## config.mk

```make
export PLATFORM = sky130hd
export DESIGN_NAME = quad_dir_decoder
export DESIGN_NICKNAME = d
export VERILOG_FILES = /design/src/rtl/qdec_pkg.sv /design/src/rtl/qdec_glitch_filter.sv /design/src/rtl/quad_dir_decoder.sv
export SDC_FILE = /design/constraint.sdc
export NUM_CORES = 1
export LEC_CHECK = 0
export BUFFER_PORTS_ARGS = -buffer_cell sky130_fd_sc_hd__buf_2
export CAP_MARGIN = 40
export CORE_UTILIZATION = 35
export DETAILED_ROUTE_END_ITERATION = 16
export HOLD_SLACK_MARGIN = 0.08
export MAX_ROUTING_LAYER = met4
export PLACE_DENSITY_LB_ADDON = 0.12
export SLEW_MARGIN = 20
export SYNTH_ARGS = -nofsm -noshare
export SYNTH_HDL_FRONTEND = slang
export SYNTH_SLANG_ARGS = --single-unit
```

## constraint.sdc

```tcl
create_clock -name clk -period 2.3 [get_ports clk]
set_input_delay 0.115 -clock clk [delete_from_list [all_inputs] [get_ports clk]]
set_output_delay 0.115 -clock clk [all_outputs]
set_load 0.02 [all_outputs]
```

## src/rtl/qdec_pkg.sv

```systemverilog
// Shared quadrature phase encodings, pipeline constants and step classification.
// Pure definitions; no latency and no flow control.
package qdec_pkg;

    localparam logic [1:0] PH_00 = 2'b00;
    localparam logic [1:0] PH_01 = 2'b01;
    localparam logic [1:0] PH_11 = 2'b11;
    localparam logic [1:0] PH_10 = 2'b10;

    localparam int SYNC_DEPTH   = 2;
    localparam int FILT_LEN_DEF = 3;

    typedef enum logic [1:0] {
        STEP_NONE,
        STEP_FWD,
        STEP_REV,
        STEP_ILL
    } step_t;

    // Phases are {A,B}; a double-bit change cannot be ordered, so it is illegal.
    function automatic step_t classify(input logic [1:0] prev, input logic [1:0] cur);
        step_t s;
        if (prev == cur)
            s = STEP_NONE;
        else if ((prev ^ cur) == 2'b11)
            s = STEP_ILL;
        else if ((prev == PH_00 && cur == PH_01) ||
                 (prev == PH_01 && cur == PH_11) ||
                 (prev == PH_11 && cur == PH_10) ||
                 (prev == PH_10 && cur == PH_00))
            s = STEP_FWD;
        else
            s = STEP_REV;
        return s;
    endfunction

endpackage

```

## src/rtl/qdec_glitch_filter.sv

```systemverilog
// Accepts a synchronized level only after FILT_LEN consecutive equal samples.
// Adds FILT_LEN cycles of latency; always ready, shorter pulses are dropped.
module qdec_glitch_filter #(
    parameter int FILT_LEN = 3
) (
    input  logic clk,
    input  logic rst,
    input  logic d,
    input  logic d_vld,
    output logic q,
    output logic q_vld
);

    localparam int CW = $clog2(FILT_LEN + 1);

    logic          cand;
    logic [CW-1:0] run;

    always_ff @(posedge clk) begin
        if (!rst) begin
            cand  <= 1'b0;
            run   <= '0;
            q     <= 1'b0;
            q_vld <= 1'b0;
        end else if (d_vld) begin
            // run counts samples equal to cand; zero means no candidate yet
            if (run == '0 || d != cand) begin
                cand <= d;
                run  <= CW'(1);
            end else begin
                if (run < CW'(FILT_LEN))
                    run <= run + 1'b1;
                if (run >= CW'(FILT_LEN - 1)) begin
                    q     <= d;
                    q_vld <= 1'b1;
                end
            end
        end
    end

endmodule

```

## src/rtl/quad_dir_decoder.sv

```systemverilog
// Quadrature direction decoder: count strobe + direction, illegal-jump flag; optional QDEC_FILTER_EN glitch filter.
// Latency 3 cycles input->cnt_en (+FILT_LEN with filter); no backpressure, one strobe per accepted phase change.
module quad_dir_decoder
    import qdec_pkg::*;
#(
    parameter int FILT_LEN = FILT_LEN_DEF
) (
    input  logic clk,
    input  logic rst,
    input  logic en,
    input  logic qa,
    input  logic qb,
    input  logic err_clr,
    output logic ud,
    output logic cnt_en,
    output logic err,
    output logic err_sticky
);

    logic [SYNC_DEPTH-1:0] sync_a;
    logic [SYNC_DEPTH-1:0] sync_b;
    logic [SYNC_DEPTH-1:0] sync_vld;
    logic [1:0]            cur;
    logic                  cur_vld;
    logic [1:0]            prev;
    logic                  primed;
    step_t                 step;

    // sync_vld marks stages that hold a real post-reset sample, not the reset value
    always_ff @(posedge clk) begin
        if (!rst) begin
            sync_a   <= '0;
            sync_b   <= '0;
            sync_vld <= '0;
        end else begin
            sync_a   <= {sync_a[SYNC_DEPTH-2:0], qa};
            sync_b   <= {sync_b[SYNC_DEPTH-2:0], qb};
            sync_vld <= {sync_vld[SYNC_DEPTH-2:0], 1'b1};
        end
    end

`ifdef QDEC_FILTER_EN
    logic vld_a;
    logic vld_b;

    qdec_glitch_filter #(.FILT_LEN(FILT_LEN)) u_filt_a (
        .clk   (clk),
        .rst   (rst),
        .d     (sync_a[SYNC_DEPTH-1]),
        .d_vld (sync_vld[SYNC_DEPTH-1]),
        .q     (cur[1]),
        .q_vld (vld_a)
    );

    qdec_glitch_filter #(.FILT_LEN(FILT_LEN)) u_filt_b (
        .clk   (clk),
        .rst   (rst),
        .d     (sync_b[SYNC_DEPTH-1]),
        .d_vld (sync_vld[SYNC_DEPTH-1]),
        .q     (cur[0]),
        .q_vld (vld_b)
    );

    assign cur_vld = vld_a & vld_b;
`else
    logic unused_filt_len;

    assign unused_filt_len = (FILT_LEN > 8);
    assign cur             = {sync_a[SYNC_DEPTH-1], sync_b[SYNC_DEPTH-1]};
    assign cur_vld         = sync_vld[SYNC_DEPTH-1];
`endif

    assign step = classify(prev, cur);

    always_ff @(posedge clk) begin
        if (!rst) begin
            prev       <= PH_00;
            primed     <= 1'b0;
            ud         <= 1'b0;
            cnt_en     <= 1'b0;
            err        <= 1'b0;
            err_sticky <= 1'b0;
        end else begin
            cnt_en <= 1'b0;
            err    <= 1'b0;
            if (err_clr)
                err_sticky <= 1'b0;
            if (cur_vld) begin
                prev   <= cur;
                primed <= 1'b1;
                // first accepted phase only seeds prev
                if (primed && en) begin
                    case (step)
                        STEP_FWD: begin
                            cnt_en <= 1'b1;
                            ud     <= 1'b1;
                        end
                        STEP_REV: begin
                            cnt_en <= 1'b1;
                            ud     <= 1'b0;
                        end
                        STEP_ILL: begin
                            err        <= 1'b1;
                            err_sticky <= 1'b1;
                        end
                        default: ;
                    endcase
                end
            end
        end
    end

endmodule
```

* Yosys cells after proc, flatten, opt, wreduce, memory -nomap -nowiden
Cells that the tools add are included.
** Word-level totals
- Bits in writable memories :: 0
- Register bits after elaboration :: 13
- Logic and storage cells :: 47
- Memories :: 0
- Output and inout bits :: 4
- Bits in latches :: 0
- Memory bits (read-only) :: 0
** Operators by class
- Equal/unequal tests :: 11
- Div/mod/pow operators :: 0
- Magnitude comparators :: 0
- $add $sub $neg :: 0
- Bitwise logic cells :: 1
- Multipliers :: 0
- Reductions and logical operators :: 14
- Mux-type cells :: 11
- Shift operators :: 0
** Operators with widths (count)
- $eq A2 B2 Y1 const B :: 7
- $mux W1 :: 7
- $eq A2 B1 Y1 const B :: 3
- $mux W2 :: 3
- $reduce_and A3 Y1 :: 2
- $logic_and A1 B1 Y1 :: 5
- $logic_not A2 Y1 :: 2
- $logic_or A1 B1 Y1 :: 3
- $eq A2 B2 Y1 :: 1
- $pmux W1 S2 :: 1
- $reduce_bool A2 Y1 :: 1
- $reduce_or A2 Y1 :: 1
- $xor A2 B2 Y2 :: 1

* Longest topological paths before layout
- Word-level depth :: 12
- Mapped depth :: 5
- Gate-level depth less buffers :: 5

* Worst setup path after synthesis
OpenSTA, ideal clock, no wires.
- Kind :: reg2reg
- Start :: reg sync_b[1]
- End :: reg ud
- Setup time :: 0.120 ns
- Clock period less this slack :: 1.309 ns
- Setup slack :: 0.991 ns
- Required time :: 2.180 ns
- Path buffers :: 0
- Data arrival time :: 1.189 ns
- Stages on the path, launching flop included :: 6
- Cell sequence :: dfxtp_1 > xor2_1 > ha_1 > and4_1 > o21ai_1 > a21oi_1
** On the way
- Longest elaborated chain between the ends :: 11
- Elaborated cells on any way between the ends :: 22
** Ends and longest elaborated chain
- start, declared :: RTL line quad_dir_decoder.sv:21 : logic [SYNC_DEPTH-1:0] sync_b;
- start signal, assigned :: RTL line quad_dir_decoder.sv:37 : sync_b <= {sync_b[SYNC_DEPTH-2:0], qb};
- $eq A2 B1 Y1 / $eq A2 B2 Y1 (equally long branches) :: RTL line qdec_pkg.sv:27, qdec_pkg.sv:28
- $logic_and A1 B1 Y1, on equally long branches :: RTL line qdec_pkg.sv:27, qdec_pkg.sv:28
- $logic_or A1 B1 Y1 :: RTL line qdec_pkg.sv:27 : else if ((prev == PH_00 && cur == PH_01) ||
- $logic_or A1 B1 Y1 :: RTL line qdec_pkg.sv:28 : (prev == PH_01 && cur == PH_11) ||
- $logic_or A1 B1 Y1 :: RTL line qdec_pkg.sv:29 : (prev == PH_11 && cur == PH_10) ||
- $mux W2 :: RTL line qdec_pkg.sv:27
- $mux W2 :: RTL line qdec_pkg.sv:25 : else if ((prev ^ cur) == 2'b11)
- $mux W2 * :: RTL line qdec_pkg.sv:23 : if (prev == cur)
- $eq A2 B2 Y1 / $eq A2 B1 Y1 (equally long branches) :: RTL line quad_dir_decoder.sv:93 : case (step)
- $reduce_bool A2 Y1 (no line)
- $reduce_and A3 Y1 (no line)
- end signal, assigned :: RTL line quad_dir_decoder.sv:79 : ud <= 1'b0;
- end signal, assigned :: RTL line quad_dir_decoder.sv:96 : ud <= 1'b1;
- end signal, assigned :: RTL line quad_dir_decoder.sv:100 : ud <= 1'b0;
- end, declared :: RTL line quad_dir_decoder.sv:14 : output logic ud,
Mark *: on every way between the ends. The rest lies on a longest branch, timed or not.
A chain may end at the register's enable or synchronous reset.

* Worst setup path after layout
- Start :: reg prev[1]
- End :: reg ud
** On the way
- Longest elaborated chain between the ends :: 11
- Elaborated cells on any way between the ends :: 22
** Ends and longest elaborated chain
- start, declared :: RTL line quad_dir_decoder.sv:25 : logic [1:0] prev;
- start signal, assigned :: RTL line quad_dir_decoder.sv:89 : prev <= cur;
- $eq A2 B1 Y1 / $logic_not A2 Y1 (equally long branches) :: RTL line qdec_pkg.sv:28, qdec_pkg.sv:27
- $logic_and A1 B1 Y1, on equally long branches :: RTL line qdec_pkg.sv:28, qdec_pkg.sv:27
- $logic_or A1 B1 Y1 :: RTL line qdec_pkg.sv:27
- $logic_or A1 B1 Y1 :: RTL line qdec_pkg.sv:28
- $logic_or A1 B1 Y1 :: RTL line qdec_pkg.sv:29
- $mux W2 :: RTL line qdec_pkg.sv:27
- $mux W2 :: RTL line qdec_pkg.sv:25
- $mux W2 * :: RTL line qdec_pkg.sv:23
- $eq A2 B2 Y1 / $eq A2 B1 Y1 (equally long branches) :: RTL line quad_dir_decoder.sv:93
- $reduce_bool A2 Y1 (no line)
- $reduce_and A3 Y1 (no line)
Marked as above.

==> key figures <==
Setup path
  – Largest delay contributor family on the critical path: flip-flops
  – Series of cell instances along the critical path: xor2_1, ha_1, and4_1, o21ai_1, a21oi_1
  – Crit path launch type: flip-flop
  – Buffers & Inverters on Critical Path: 0
  – Delay of the slowest cell on the worst path: 0.39 ns
  – Crit end category: flip-flop
  – Required time at the worst-slack endpoint: 2.47 ns
  – Crit path max fanout: 3
  – Slowest cell on the critical path: sky130_fd_sc_hd__dfxtp_1
  – Startpoint-to-endpoint class of the critical path: flip-flop to flip-flop
  – Arrival time reported for the critical path endpoint: 1.64 ns
  – Flop-to-flop setup slack: 0.83 ns

Finish
  – Fin area: 601 um^2
  – Share of post-route cells with drive strength above 1: 22.0%
  – Area growth syn-to-layout: 25.3%
  – Total Nets Final: 69
  – Number of inserted diodes: 0
  – Post-route insts no fill: 73

Yosys
  – Fraction of registers with async set or reset after synthesis: 0%
  – Sequential element share of the synthesized area: 54.3%
  – Netlist area before placement: 479 um^2
  – Most used flip-flop cell after synthesis: sky130_fd_sc_hd__dfxtp_1
  – Yosys Warn Count: 0
  – Count leader, synth: sky130_fd_sc_hd__dfxtp_1
  – Post-synth top area cell: sky130_fd_sc_hd__dfxtp_1
  – Most area-consuming cells after synthesis: sky130_fd_sc_hd__dfxtp_1, sky130_fd_sc_hd__and2_1, sky130_fd_sc_hd__ha_1, sky130_fd_sc_hd__xor2_1, sky130_fd_sc_hd__mux2i_1
  – Synth cell count leaders: sky130_fd_sc_hd__dfxtp_1, sky130_fd_sc_hd__and2_1, sky130_fd_sc_hd__ha_1, sky130_fd_sc_hd__xor2_1
  – Post-Synthesis Cells: 43
  – Flops & latches, synth: 13
  – Post-synth EDFFs: 0
  – Number of nets produced by synthesis: 52
  – Number of unique standard cell types used by synthesis: 18
  – Fraction of synthesized cell area taken by the top area cell type: 54.3%
  – Syn Area/Cell: 11.1 um^2

Drt
  – Number of vias after detailed routing: 331
  – Remaining number of nets flagged by the antenna check after routing: 0
  – Number of DRC violations after detailed-routing iteration 0: 4
  – First-pass DRT Iterations: 2
  – Routed WL: 778 um
  – Mean routed wirelength per cell: 10.7 um
  – DRC: 0
  – Vias/cell: 4.53

Die
  – Core outline area: 0.00119 mm^2
  – Die footprint: 0.00152 mm^2
  – Die height: 39 um
  – Die width: 39 um
  – Std-Cell Rows: 12
  – I/O pin count: 10
  – Initial core utilization: 40.4%

STA
  – Number of failing hold endpoints at the final stage: 0
  – Final setup TNS: 0 ns
  – Max-slew violation count: 0
  – Final setup violation count: 0
  – Worst-margin pin slew: 0.294 ns
  – Min Tclk post-route: 1.47 ns
  – Post-Route Skew: 0.00925 ns
  – Tcrit/Tclk final: 64.1%
  – Unrepaired setup endpoints after global routing: no
  – Maximum clock frequency: 0.679 GHz
  – Relative slew slack: 80.3%

Clock tree
  – Clock insertion delay at the later pin of the skew report: 0.27 ns
  – Clk pin slew, worst setup/hold paths: 0.08 ns
  – Post-CTS setup buffers: 0
  – CTS H-tree lvls: 1
  – TritonCTS Buffers: 3
  – Post-cts repair resize count: 0
  – Clock Tree Root: sky130_fd_sc_hd__clkbuf_4
  – TritonCTS clock tree: done
  – Clock sinks: 13
  – Bufs on Longest Clock Path: 2

Placement
  – Number of buffers inserted by port buffering: 9
  – RePlAce Congestion: 0.627
  – Hpwl dp: 575 um
  – Post-placement cell count: 65
  – Cell area after placement: 534 um^2

Job
  – Number of max-cap violations: 0

GRT
  – Global routing usage summed across all routing layers: 15.1%
  – Global route total overflow: 0
  – Number of antenna violations at the first check in global routing: 0
  – Maximum number of pins on one net before global-route repair: 14
  – Vias in the first global route: 358
  – First-pass GRT wire length: 1410 um

Run status
  – Outcome: complete, no violations

Power
  – Maximum ir drop on the vdd rail: 0.506 mV
  – P per Cell Area: 672 mW/mm^2
  – Static leakage: 0.277 nW
  – Overall power of the completed layout: 0.404 mW

Min path
  – Class of the tightest hold or removal check: input pin to flip-flop
==> state kept, by name, summed over array words and instances (netlist names), 2 cells and up <==
signal    count
sync_vld      2
sync_b        2
sync_a        2
prev          2
==> tightest hold or removal path: stages <==
cell                      delay (ns)
sky130_fd_sc_hd__buf_2          0.11
sky130_fd_sc_hd__nand3_1        0.10
sky130_fd_sc_hd__nor2_1         0.05
==> layout by cell type (no fill, tap or decap) <==
master | Yosys | layout
sky130_fd_sc_hd__a21oi_1 | 1 | 1
sky130_fd_sc_hd__a211oi_2 | 1 | 1
sky130_fd_sc_hd__inv_1 | 2 | 2
sky130_fd_sc_hd__dlygate4sd3_1 | 0 | 4
sky130_fd_sc_hd__ha_1 | 3 | 3
sky130_fd_sc_hd__nor2b_1 | 2 | 2
sky130_fd_sc_hd__nand2_1 | 2 | 2
sky130_fd_sc_hd__xor2_1 | 3 | 3
sky130_fd_sc_hd__mux2i_1 | 2 | 2
sky130_fd_sc_hd__nand3_1 | 1 | 1
sky130_fd_sc_hd__dfxtp_1 | 13 | 13
sky130_fd_sc_hd__o21ai_1 | 1 | 1
sky130_fd_sc_hd__clkbuf_4 | 1 | 3
sky130_fd_sc_hd__nor2_1 | 1 | 1
sky130_fd_sc_hd__o22ai_1 | 1 | 1
sky130_fd_sc_hd__and4_1 | 1 | 1
sky130_fd_sc_hd__buf_2 | 0 | 9
sky130_fd_sc_hd__xnor2_1 | 1 | 1
sky130_fd_sc_hd__o21a_1 | 1 | 1
sky130_fd_sc_hd__clkbuf_1 | 0 | 1
sky130_fd_sc_hd__and2_1 | 6 | 6
==> repair_timing <==
item,in CTS,in global routing
hold buffers,4,0
hold endpoints to repair,4,0
endpoints found under the setup margin,0,0
==> area by class of cell <==
class                   count  area (um^2)
clock buffers               4         26.3
flip-flops and latches     13          260
well taps                  14         17.5
multi-input cells          27          204
fillers                   127          586
repair buffers             13         85.1
inverters                   2         7.51
==> kinds of logic after synthesis <==
| logic type | synth area share [%] |
|---|---|
| simple gates | 15.7 |
| flops | 54.3 |
| compound gates | 7.57 |
| xor+xnor | 7.31 |
| buf+inv | 3.13 |
| fa+ha+maj | 7.83 |
| mux | 4.18 |
==> metal layers <==
layer,global-route usage [%],part of all wire (%),vias to the layer above
li1,-,-,173
met1,14.0,45,146
met2,25.8,49,10
met3,8.67,5.4,2
met4,5.17,0.51,0
met5,-,0,-
==> per-stage QoR <==
stage               util, %  hold WS, ns  worst slack, ns
finish                 50.6        0.151            0.826
global route           50.6        0.135            0.702
CTS                    50.6        0.139            0.817
detailed placement     45.0        0.300            0.835
global placement       45.0        0.295            0.928
floorplan                 -        0.143            0.991
==> final timing paths <==
kind | startpoint | end | cells past startpoint
worst max register to register | prev[1]$_SDFFE_PN0P_ | ud$_SDFFE_PN0P_ | 5
worst max-delay path | prev[1]$_SDFFE_PN0P_ | ud$_SDFFE_PN0P_ | 5
worst min register to register | sync_b[0]$_SDFF_PN0_ | sync_b[1]$_SDFF_PN0_ | 1
worst min-delay path | en | err$_SDFF_PN0_ | 3
==> power by group <==
group,switching (mW),internal (mW)
logic,0.0121,0.0169
registers,0.00520,0.232
clock network,0.0704,0.0671
total,0.0877,0.316
No activity file was read; power rests on OpenSTA's default activity.
